[src/rtl/alloc_base_tracker.sv]
// alloc_base_tracker
// Watches the commit stream for calls into the allocator routine, follows
// nested call depth until the allocator's own return, and then emits a
// one-cycle write strobe carrying the returned pointer (a0) toward the
// allocation-base circular buffer.
//
// Commit interface: commit_valid_i qualifies every other commit_* input and
// a0_i for that cycle only. There is no ready/back-pressure; a commit with
// commit_valid_i=1 is always consumed on the rising clock edge. When
// commit_valid_i=0, all other commit inputs are don't-care.
module alloc_base_tracker #(
   parameter logic [31:0] MALLOC_ADDR = 32'h0000_0000,
   parameter int          DEPTH_W     = 4,
   parameter int          CNT_W       = 16
) (
   input  logic              clk_i,
   input  logic              rst_ni,
   input  logic              flush_i,
   input  logic              commit_valid_i,
   input  logic              commit_is_call_i,
   input  logic              commit_is_ret_i,
   input  logic [31:0]       commit_target_i,
   input  logic [31:0]       a0_i,
   output logic              en_write_o,
   output logic [31:0]       base_addr_o,
   output logic              busy_o,
   output logic              lost_o,
   output logic [CNT_W-1:0]  alloc_cnt_o
);

   typedef enum logic [1:0] {
      ST_IDLE     = 2'd0,
      ST_IN_ALLOC = 2'd1,
      ST_EMIT     = 2'd2
   } state_e;

   localparam logic [DEPTH_W-1:0] DEPTH_ONE = {{(DEPTH_W-1){1'b0}}, 1'b1};
   localparam logic [DEPTH_W-1:0] DEPTH_MAX = {DEPTH_W{1'b1}};
   localparam logic [CNT_W-1:0]   CNT_ONE   = {{(CNT_W-1){1'b0}}, 1'b1};
   localparam logic [CNT_W-1:0]   CNT_MAX   = {CNT_W{1'b1}};

   state_e             state_q, state_d;
   logic [DEPTH_W-1:0] depth_q, depth_d;
   logic [31:0]        base_q, base_d;
   logic               lost_q, lost_d;
   logic [CNT_W-1:0]   cnt_q, cnt_d;

   // A commit flagged as both call and return is treated as a return only.
   logic is_ret, is_call, is_alloc_call;
   assign is_ret        = commit_valid_i & commit_is_ret_i;
   assign is_call       = commit_valid_i & commit_is_call_i & ~commit_is_ret_i;
   assign is_alloc_call = is_call & (commit_target_i == MALLOC_ADDR);

   // Next-state and datapath update; every target defaults to hold.
   always_comb begin
      state_d = state_q;
      depth_d = depth_q;
      base_d  = base_q;
      lost_d  = lost_q;
      cnt_d   = cnt_q;
      unique case (state_q)
         ST_IDLE: begin
            if (is_alloc_call) begin
               state_d = ST_IN_ALLOC;
               depth_d = '0;
            end
         end
         ST_IN_ALLOC: begin
            if (is_ret) begin
               if (depth_q != '0) begin
                  depth_d = depth_q - DEPTH_ONE;
               end else if (a0_i == 32'h0) begin
                  // Allocator returned NULL: nothing to record.
                  state_d = ST_IDLE;
               end else begin
                  state_d = ST_EMIT;
                  base_d  = a0_i;
                  // Counted on entry so the count already includes the
                  // strobe that is visible in EMIT.
                  if (cnt_q != CNT_MAX) cnt_d = cnt_q + CNT_ONE;
               end
            end else if (is_call) begin
               if (depth_q == DEPTH_MAX) begin
                  // Depth counter would overflow: give up on this allocation.
                  state_d = ST_IDLE;
                  depth_d = '0;
                  lost_d  = 1'b1;
               end else begin
                  depth_d = depth_q + DEPTH_ONE;
               end
            end
         end
         ST_EMIT: begin
            // Back-to-back allocations: a new allocator call in the strobe
            // cycle starts tracking immediately.
            if (is_alloc_call) begin
               state_d = ST_IN_ALLOC;
               depth_d = '0;
            end else begin
               state_d = ST_IDLE;
            end
         end
         default: begin
            state_d = ST_IDLE;
            depth_d = '0;
         end
      endcase
   end

   // State registers; flush clears everything like reset and wins over commits.
   always_ff @(posedge clk_i or negedge rst_ni) begin
      if (!rst_ni) begin
         state_q <= ST_IDLE;
         depth_q <= '0;
         base_q  <= '0;
         lost_q  <= 1'b0;
         cnt_q   <= '0;
      end else if (flush_i) begin
         state_q <= ST_IDLE;
         depth_q <= '0;
         base_q  <= '0;
         lost_q  <= 1'b0;
         cnt_q   <= '0;
      end else begin
         state_q <= state_d;
         depth_q <= depth_d;
         base_q  <= base_d;
         lost_q  <= lost_d;
         cnt_q   <= cnt_d;
      end
   end

   // Outputs come straight from registers only.
   assign en_write_o  = (state_q == ST_EMIT);
   assign busy_o      = (state_q != ST_IDLE);
   assign base_addr_o = base_q;
   assign lost_o      = lost_q;
   assign alloc_cnt_o = cnt_q;

endmodule
[config.mk]
export PLATFORM = sky130hd
export DESIGN_NAME = alloc_base_tracker
export DESIGN_NICKNAME = d
export VERILOG_FILES = /design/src/rtl/alloc_base_tracker.sv
export SDC_FILE = /design/constraint.sdc
export NUM_CORES = 1
export LEC_CHECK = 0
export ABC_CLOCK_PERIOD_IN_PS = 3040
export CELL_PAD_IN_SITES_DETAIL_PLACEMENT = 1
export CELL_PAD_IN_SITES_GLOBAL_PLACEMENT = 2
export CORE_MARGIN = 8
export CORE_UTILIZATION = 25
export DETAILED_ROUTE_END_ITERATION = 16
export GPL_ROUTABILITY_DRIVEN = 0
export GPL_TIMING_DRIVEN = 0
export PLACE_DENSITY_LB_ADDON = 0.1
export SETUP_SLACK_MARGIN = 0.5
export SLEW_MARGIN = 0
export SYNTH_ARGS = -nofsm -noshare
export SYNTH_HDL_FRONTEND = slang
export SYNTH_SLANG_ARGS = --single-unit
[constraint.sdc]
create_clock -name clk_i -period 3.04 [get_ports clk_i]
set_clock_uncertainty 0.15 [all_clocks]
set_input_delay 0.456 -clock clk_i [delete_from_list [all_inputs] [get_ports clk_i]]
set_output_delay 0.456 -clock clk_i [all_outputs]
set_load 0.01 [all_outputs]
==> metrics.log, run 1 <==
[metrics] Tot GR Track Use: 0.138
[metrics] overall die height: 122 um
[metrics] Syn-to-layout area delta: 56.2%
[metrics] clock buffers created by TritonCTS: 5
[metrics] Final HPWL DP: 7920 um
[metrics] Yosys Warn Count: 0
[metrics] Cell Chain, Critical Path: clkdlybuf4s50_1 > nor4_2 > nand4_4 > o2111a_1 > buf_6 > buf_2 > a31oi_1 > a21oi_1
[metrics] Syn Inst Count: 252
[metrics] Initial Util: 0.258
[metrics] layout cell share with drive strength beyond 1: 0.107
[metrics] total of flip-flops plus latches after synthesis: 55
[metrics] Total Routed Length: 10100 um
[metrics] CP Capture Type: register
[metrics] I/O pin total: 121
[metrics] average cell area after synthesis: 11.2 um^2
[metrics] Die Width: 122 um
[metrics] final hold viol count: 0
[metrics] total power after layout: 0.00143 W
[metrics] Final Net Count: 455
[metrics] vias in the first global route: 2969
[metrics] CTS Buffer Depth: 2
[metrics] Antenna diodes: 0
[metrics] element type at the critical path start: input pin
[metrics] Placement Cell Area: 4190 um^2
[metrics] net count after synthesis: 326
[metrics] Iter 0 DRT Violations: 106
[metrics] run status: completed
[metrics] top-area cell type share of the netlist area: 0.490
[metrics] initial antenna violation count: 0
[metrics] total global routing overflow: 0
[metrics] CP required: 3.08 ns
[metrics] most common library cells after synthesis: sky130_fd_sc_hd__dfrtp_1 (55), sky130_fd_sc_hd__a22o_1 (32), sky130_fd_sc_hd__nand2_1 (14)
[metrics] filler instances: 1185
[metrics] cell type with the largest total area after synthesis: sky130_fd_sc_hd__dfrtp_1
[metrics] largest net degree at the start of global routing: 36
[metrics] largest cells by area after synthesis: sky130_fd_sc_hd__dfrtp_1 (49%), sky130_fd_sc_hd__a22o_1 (10%), sky130_fd_sc_hd__nor4_2 (3.6%)
[metrics] mean number of vias per cell: 5.05
[metrics] Worst-Margin Slew: 0.518 ns
[metrics] level count of the clock H-tree: 2
[metrics] Final Non-Filler Cells: 522
[metrics] sequential share of the synthesized area: 0.490
[metrics] Tmin final: 2.43 ns
[metrics] class of the worst hold path: reg2reg
[metrics] clock-pin slew on the worst setup and hold paths: 0.10 ns
[metrics] Post-synth EDFFs: 0
[metrics] most common cell in the netlist: sky130_fd_sc_hd__dfrtp_1
[metrics] Setup Crit Path Kind: in2reg
[metrics] floorplan core area: 10900 um^2
[metrics] data arrival time of the worst path: 2.47 ns
[metrics] maximum VDD drop: 0.000189 V
[metrics] Cell Rows: 38
[metrics] count of final setup violators: 0
[metrics] first-pass detailed-route iteration total: 4
[metrics] finished layout cell area: 4390 um^2
[metrics] leakage power: 1.83 nW
[metrics] CTS root buffer: sky130_fd_sc_hd__clkbuf_8
[metrics] number of different library cells in the post-synthesis netlist: 56
[metrics] area of the mapped netlist: 2810 um^2
[metrics] cell type of the slowest stage on the worst timing path: sky130_fd_sc_hd__clkdlybuf4s50_1
[metrics] Clock Latency Late Sink: 0.32 ns
[metrics] worst-path maximum fanout: 10
[metrics] first-pass GRT wire length: 16400 um
[metrics] top_reg_cell synth: sky130_fd_sc_hd__dfrtp_1
[metrics] # Max-Cap Violations: 0
[metrics] post-detailed-route DRC marker count: 0
[metrics] Fmax achieved: 0.411 GHz
[metrics] max_slew headroom: 0.654
[metrics] Power per Cell Area: 326 nW/um^2
[metrics] antenna-violating nets left: 0
[metrics] share of the cycle needed by the critical path after routing: 0.800
[metrics] Async SR Flop Fraction: 1.00
[metrics] number of pins exceeding their max-slew limit in the final report: 0
[metrics] unrepaired setup endpoints after global routing: no
[metrics] CTS tree: yes
[metrics] clk sinks: 55
[metrics] Die ar.: 14900 um^2
[metrics] delay contributed by the slowest stage of the critical path: 0.45 ns
[metrics] number of cells after detailed placement: 512
[metrics] Port Buf Inserts: 119
[metrics] routed vias: 2636
[metrics] routed len/inst: 19.4 um
-- cells in the final DEF (no fill, tap or decap), drive strengths merged, types with 8 or more instances in the layout --
master / count
dfrtp: 55
a22o: 32
nor2: 10
a21oi: 8
nand3: 8
inv: 9
buf: 14
nand4: 9
nor4: 17
nand2: 14
o21ai: 9
clkdlybuf4s50: 118
-- worst max-delay path, delay by kind of cell --
family | cells | cell delay (ns)
AND/OR/NAND/NOR | 2 | 0.71
AO/OA/AOI/OAI | 3 | 0.52
buffers and inverters | 3 | 0.78
-- path summary, 6_finish.rpt --
check,cells past startpoint,endpoint,startpoint,slack (ns)
max,8,alloc_cnt_o[6],a0_i[27],0.61
min,1,lost_o,lost_o,0.35
max reg2reg,8,alloc_cnt_o[10],depth_q[0],0.69
min reg2reg,1,lost_o,lost_o,0.35
max in group asynchronous,3,state_q[0],rst_ni,1.67
min in group asynchronous,2,alloc_cnt_o[7],rst_ni,0.48
-- stage by stage --
stage                      util  TNS, ns  hold slack [ns]  setup WS [ns]
after floorplan               -        0           0.0104          0.907
after global placement    0.384   -34.32            0.329         -0.623
after detailed placement  0.385        0            0.313        0.00379
after CTS                 0.398        0            0.360          0.516
after global routing      0.403        0            0.375          0.497
final                     0.403        0            0.351          0.607
-- registers in the layout (all words and copies together), names as in the netlist --
signal / cells
base_addr_o: 32
depth_q: 4
lost_o: 1
alloc_cnt_o: 16
state_q: 2
-- repair_timing --
item / 4_1_cts / 5_1_grt
endpoints found under the hold margin: 20 / 0
endpoints found under the setup margin: 39 / 41
pin swaps: 1 / 1
resized for setup: 3 / 4
hold buffers: 1 / 0
buffers inserted: 0 / 1
-- layer usage --
metal,share of wire,vias up,track usage
li1,-,1240,-
met1,0.41,1344,0.163
met2,0.54,44,0.251
met3,0.038,8,0.0250
met4,0.0086,0,0.0347
met5,0,-,0
-- where the power goes --
group | leakage, nW | switching (W) | internal [W] | total [W]
sequential | 0.768 | 0.00000398 | 0.000733 | 0.000737
combinational | 1.00 | 0.0000782 | 0.000106 | 0.000184
clock | 0.0558 | 0.000260 | 0.000250 | 0.000510
total | 1.83 | 0.000342 | 0.00109 | 0.00143
-- layout make-up --
| cell class | count | area [um^2] | area share |
|---|---|---|---|
| multi-input combinational | 177 | 1380 | 0.315 |
| sequential | 55 | 1380 | 0.313 |
| timing repair buffer | 122 | 1240 | 0.281 |
| tap | 140 | 175 | 0.0399 |
| buffer | 12 | 78.8 | 0.0179 |
| clock buffer | 6 | 72.6 | 0.0165 |
| clock inverter | 2 | 38.8 | 0.00883 |
| inverter | 8 | 30.0 | 0.00684 |
-- cells by family after synthesis --
| logic type | share of synthesized area |
|---|---|
| AO/OA/AOI/OAI | 0.221 |
| adder cells (fa/ha/maj) | 0.0178 |
| XOR/XNOR | 0.00312 |
| multiplexers | 0.0218 |
| buffers and inverters | 0.0387 |
| flip-flops | 0.490 |
| AND/OR/NAND/NOR | 0.208 |
(Power assumes the default switching activity.)
==> run 2: changes to the inputs <==
--- a/config.mk
+++ b/config.mk
@@ -5,11 +5,11 @@
 export SDC_FILE = /design/constraint.sdc
 export NUM_CORES = 1
 export LEC_CHECK = 0
-export ABC_CLOCK_PERIOD_IN_PS = 3040
+export ABC_CLOCK_PERIOD_IN_PS = 2000
 export CELL_PAD_IN_SITES_DETAIL_PLACEMENT = 1
 export CELL_PAD_IN_SITES_GLOBAL_PLACEMENT = 2
 export CORE_MARGIN = 8
-export CORE_UTILIZATION = 25
+export CORE_UTILIZATION = 23
 export DETAILED_ROUTE_END_ITERATION = 16
 export GPL_ROUTABILITY_DRIVEN = 0
 export GPL_TIMING_DRIVEN = 0
==> constraint.sdc (replaced) <==
create_clock -name clk_i -period 2 [get_ports clk_i]
set_clock_uncertainty 0.15 [all_clocks]
set_input_delay 0.3 -clock clk_i [delete_from_list [all_inputs] [get_ports clk_i]]
set_output_delay 0.3 -clock clk_i [all_outputs]
set_load 0.01 [all_outputs]
==> metrics.log, run 2 (synthesis gave the netlist of run 1 again) <==
[metrics] Syn-to-layout area delta: 86.0% (was 56.2%)
[metrics] endpoint of the most critical register-to-register path: depth_q[0] (was alloc_cnt_o[10])
[metrics] Worst Hold Endpoint: base_addr_o[30] (was lost_o)
[metrics] Power per Cell Area: 456 nW/um^2 (was 326 nW/um^2)
[metrics] flip-flop count of the largest register after layout: 32 (unchanged)
[metrics] initial antenna violation count: 0 (unchanged)
[metrics] Fmax achieved: 0.469 GHz
[metrics] element type at the critical path start: register (was input pin)
[metrics] number of pins exceeding their max-slew limit in the final report: 0 (unchanged)
[metrics] leakage power: 2.47 nW (was 1.83 nW)
[metrics] Antenna diodes: 0 (unchanged)
[metrics] class of the worst hold path: in2reg (was reg2reg)
[metrics] overall die height: 127 um (was 122 um)
[metrics] met3 Resource Use GR: 0.0339 (was 0.0250)
[metrics] GR Util met1: 0.164 (was 0.163)
[metrics] share of the cycle needed by the critical path after routing: 1.07
[metrics] filler instances: 1293 (was 1185)
[metrics] level count of the clock H-tree: 2 (unchanged)
[metrics] maximum VDD drop: 0.000327 V (was 0.000189 V)
[metrics] smallest setup slack after layout: -0.132 ns (was 0.607 ns)
[metrics] Port Buf Inserts: 119 (unchanged)
[metrics] worst-path maximum fanout: 3 (was 10)
[metrics] antenna-violating nets left: 0 (unchanged)
[metrics] final hold viol count: 0 (unchanged)
[metrics] first-pass GRT wire length: 18100 um (was 16400 um)
[metrics] first-pass detailed-route iteration total: 4 (unchanged)
[metrics] total power after layout: 0.00239 W (was 0.00143 W)
[metrics] Clock Latency Late Sink: 0.30 ns (was 0.32 ns)
[metrics] run status: complete, but fails checks (was completed)
[metrics] total global routing overflow: 0 (unchanged)
[metrics] Iter 0 DRT Violations: 68 (was 106)
[metrics] largest net degree at the start of global routing: 35 (was 36)
[metrics] Worst-Margin Slew: 0.596 ns (was 0.518 ns)
[metrics] final setup TNS: -0.654 ns (was 0 ns)
[metrics] layout cell share with drive strength beyond 1: 0.352 (was 0.107)
[metrics] Worst Reg2Reg Path Length in Cells: 7 (was 8)
[metrics] Initial Util: 0.235 (was 0.258)
[metrics] floorplan core area: 12000 um^2 (was 10900 um^2)
[metrics] Die ar.: 16000 um^2 (was 14900 um^2)
[metrics] routed vias: 2854 (was 2636)
[metrics] violations in the final reports: setup timing
[metrics] CTS tree: yes (unchanged)
[metrics] mean number of vias per cell: 4.90 (was 5.05)
[metrics] Final Net Count: 508 (was 455)
[metrics] commonest non-fill, non-tap cell in the layout: sky130_fd_sc_hd__dlygate4sd2_1 (was sky130_fd_sc_hd__clkdlybuf4s50_1)
[metrics] Setup Crit Path Kind: reg2reg (was in2reg)
[metrics] Die Width: 127 um (was 122 um)
[metrics] post-detailed-route DRC marker count: 0 (unchanged)
[metrics] Top Usage Layer GRT: met2 (unchanged)
[metrics] Final HPWL DP: 8010 um (was 7920 um)
[metrics] clk sinks: 55 (unchanged)
[metrics] clock-pin slew on the worst setup and hold paths: 0.09 ns (was 0.10 ns)
[metrics] routed len/inst: 19.6 um (was 19.4 um)
[metrics] setup slack of the most critical reg-to-reg path: -0.13 ns (was 0.69 ns)
[metrics] I/O pin total: 121 (unchanged)
[metrics] max_slew headroom: 0.603 (was 0.654)
[metrics] Tmin final: 2.13 ns
[metrics] end-of-flow core utilization: 0.437 (was 0.403)
[metrics] vias in the first global route: 3233 (was 2969)
[metrics] Total Routed Length: 11400 um (was 10100 um)
[metrics] Tot GR Track Use: 0.141 (was 0.138)
[metrics] worst flop-to-flop path startpoint: depth_q[0] (unchanged)
[metrics] Multi-input gate area: 1640 um^2 (was 1380 um^2)
[metrics] worst hold start: a0_i[30] (was lost_o)
[metrics] Hold Path Depth: 2 (was 1)
[metrics] unrepaired setup endpoints after global routing: yes (was no)
[metrics] # Max-Cap Violations: 0 (unchanged)
[metrics] data arrival time of the worst path: 2.17 ns (was 2.47 ns)
[metrics] CP required: 2.04 ns (was 3.08 ns)
[metrics] area used by sequential logic in the layout: 1380 um^2 (about the same)
[metrics] CP Capture Type: register (unchanged)
[metrics] commonest cells after routing, fill and taps aside: sky130_fd_sc_hd__dlygate4sd2_1 (58), sky130_fd_sc_hd__dfrtp_1 (50), sky130_fd_sc_hd__a22o_1 (32), sky130_fd_sc_hd__buf_4 (29), sky130_fd_sc_hd__buf_6 (28) (was sky130_fd_sc_hd__clkdlybuf4s50_1 (118), sky130_fd_sc_hd__dfrtp_1 (55), sky130_fd_sc_hd__a22o_1 (32), sky130_fd_sc_hd__nand2_1 (14), sky130_fd_sc_hd__nor2_1 (10))
[metrics] met2 routing resource usage after global routing: 0.259 (was 0.251)
[metrics] Cell Rows: 40 (was 38)
[metrics] CTS Buffer Depth: 2 (unchanged)
[metrics] CTS root buffer: sky130_fd_sc_hd__clkbuf_16 (was sky130_fd_sc_hd__clkbuf_8)
[metrics] clock buffers created by TritonCTS: 5 (unchanged)
[metrics] count of final setup violators: 19 (was 0)
## run 2: cell types whose count changed in the layout (fill, tap and decap cells not counted), moves of 6 or more
cell and change:
sky130_fd_sc_hd__clkdlybuf4s15_1 +16, sky130_fd_sc_hd__buf_6 +26, sky130_fd_sc_hd__buf_4 +26, sky130_fd_sc_hd__a21oi_2 +6, sky130_fd_sc_hd__nor4_4 +6, sky130_fd_sc_hd__clkdlybuf4s50_1 -96
sky130_fd_sc_hd__clkbuf_2 +6, sky130_fd_sc_hd__a21oi_1 -6, sky130_fd_sc_hd__clkdlybuf4s15_2 +6, sky130_fd_sc_hd__dlygate4sd2_1 +58
## run 2: worst max path at each step
stage,startpoint,end,slack (ns),cells after the start
CTS,depth_q[0],depth_q[0],-0.20,7
floorplan,depth_q[0],depth_q[0],-0.12,7
global placement,rst_ni,alloc_cnt_o[8],-1.78,1
global route,depth_q[0],depth_q[0],-0.19,7
detailed placement,a0_i[3],alloc_cnt_o[5],-0.97,6
finish,depth_q[0],depth_q[0],-0.13,7
## run 2: per-layer routing
| metal | up-vias | wire (um) |
|---|---|---|
| met3 | 4 | 475 |
| met2 | 48 | 6180 |
| met4 | 0 | 56 |
| met1 | 1452 | 4680 |
| met5 | - | 0 |
| li1 | 1350 | - |
## run 2: stage by stage
stage	cells	instance area, um^2	hold slack, ns	worst slack [ns]
3_3_place_gp	518	4300	0.337	-1.78
4_1_cts	572	5030	0.118	-0.198
2_1_floorplan	252	2930	-0.146	-0.115
3_5_place_dp	519	4320	0.201	-0.973
5_1_grt	582	5230	0.114	-0.192
6_report	582	5230	0.118	-0.132
## run 2: where the power goes
group / internal [W] / switching, W / leakage (nW) / total, W
sequential: 0.00111 / 0.00000295 / 0.760 / 0.00112
clock: 0.000478 / 0.000466 / 0.0719 / 0.000944
combinational: 0.000175 / 0.000149 / 1.64 / 0.000325
## run 2: area by class of cell
type                       count  area share
clock inverter                 3     0.00526
timing repair buffer         175       0.325
sequential                    55       0.264
clock buffer                   5      0.0239
multi-input combinational    177       0.313
tap                          147      0.0352
inverter                       8     0.00574
buffer                        12      0.0273
## run 2: critical path: stages, from the launching register on
cell	delay [ns]
sky130_fd_sc_hd__dfrtp_1	0.41
sky130_fd_sc_hd__inv_2	0.08
sky130_fd_sc_hd__ha_4	0.13
sky130_fd_sc_hd__or3b_1	0.34
sky130_fd_sc_hd__a211o_1	0.29
sky130_fd_sc_hd__a21oi_2	0.12
sky130_fd_sc_hd__o31a_2	0.20
sky130_fd_sc_hd__mux2_4	0.31
## run 2: repair_timing
| action | in CTS | in global routing |
|---|---|---|
| hold endpoints to repair | 21 | 0 |
| setup endpoints to repair | 105 | 66 |
| setup buffers | 40 | 10 |
| hold buffers | 1 | 0 |
| resized for setup | 205 | 38 |
| gates cloned | 4 | 0 |
| pin swaps | 52 | 11 |
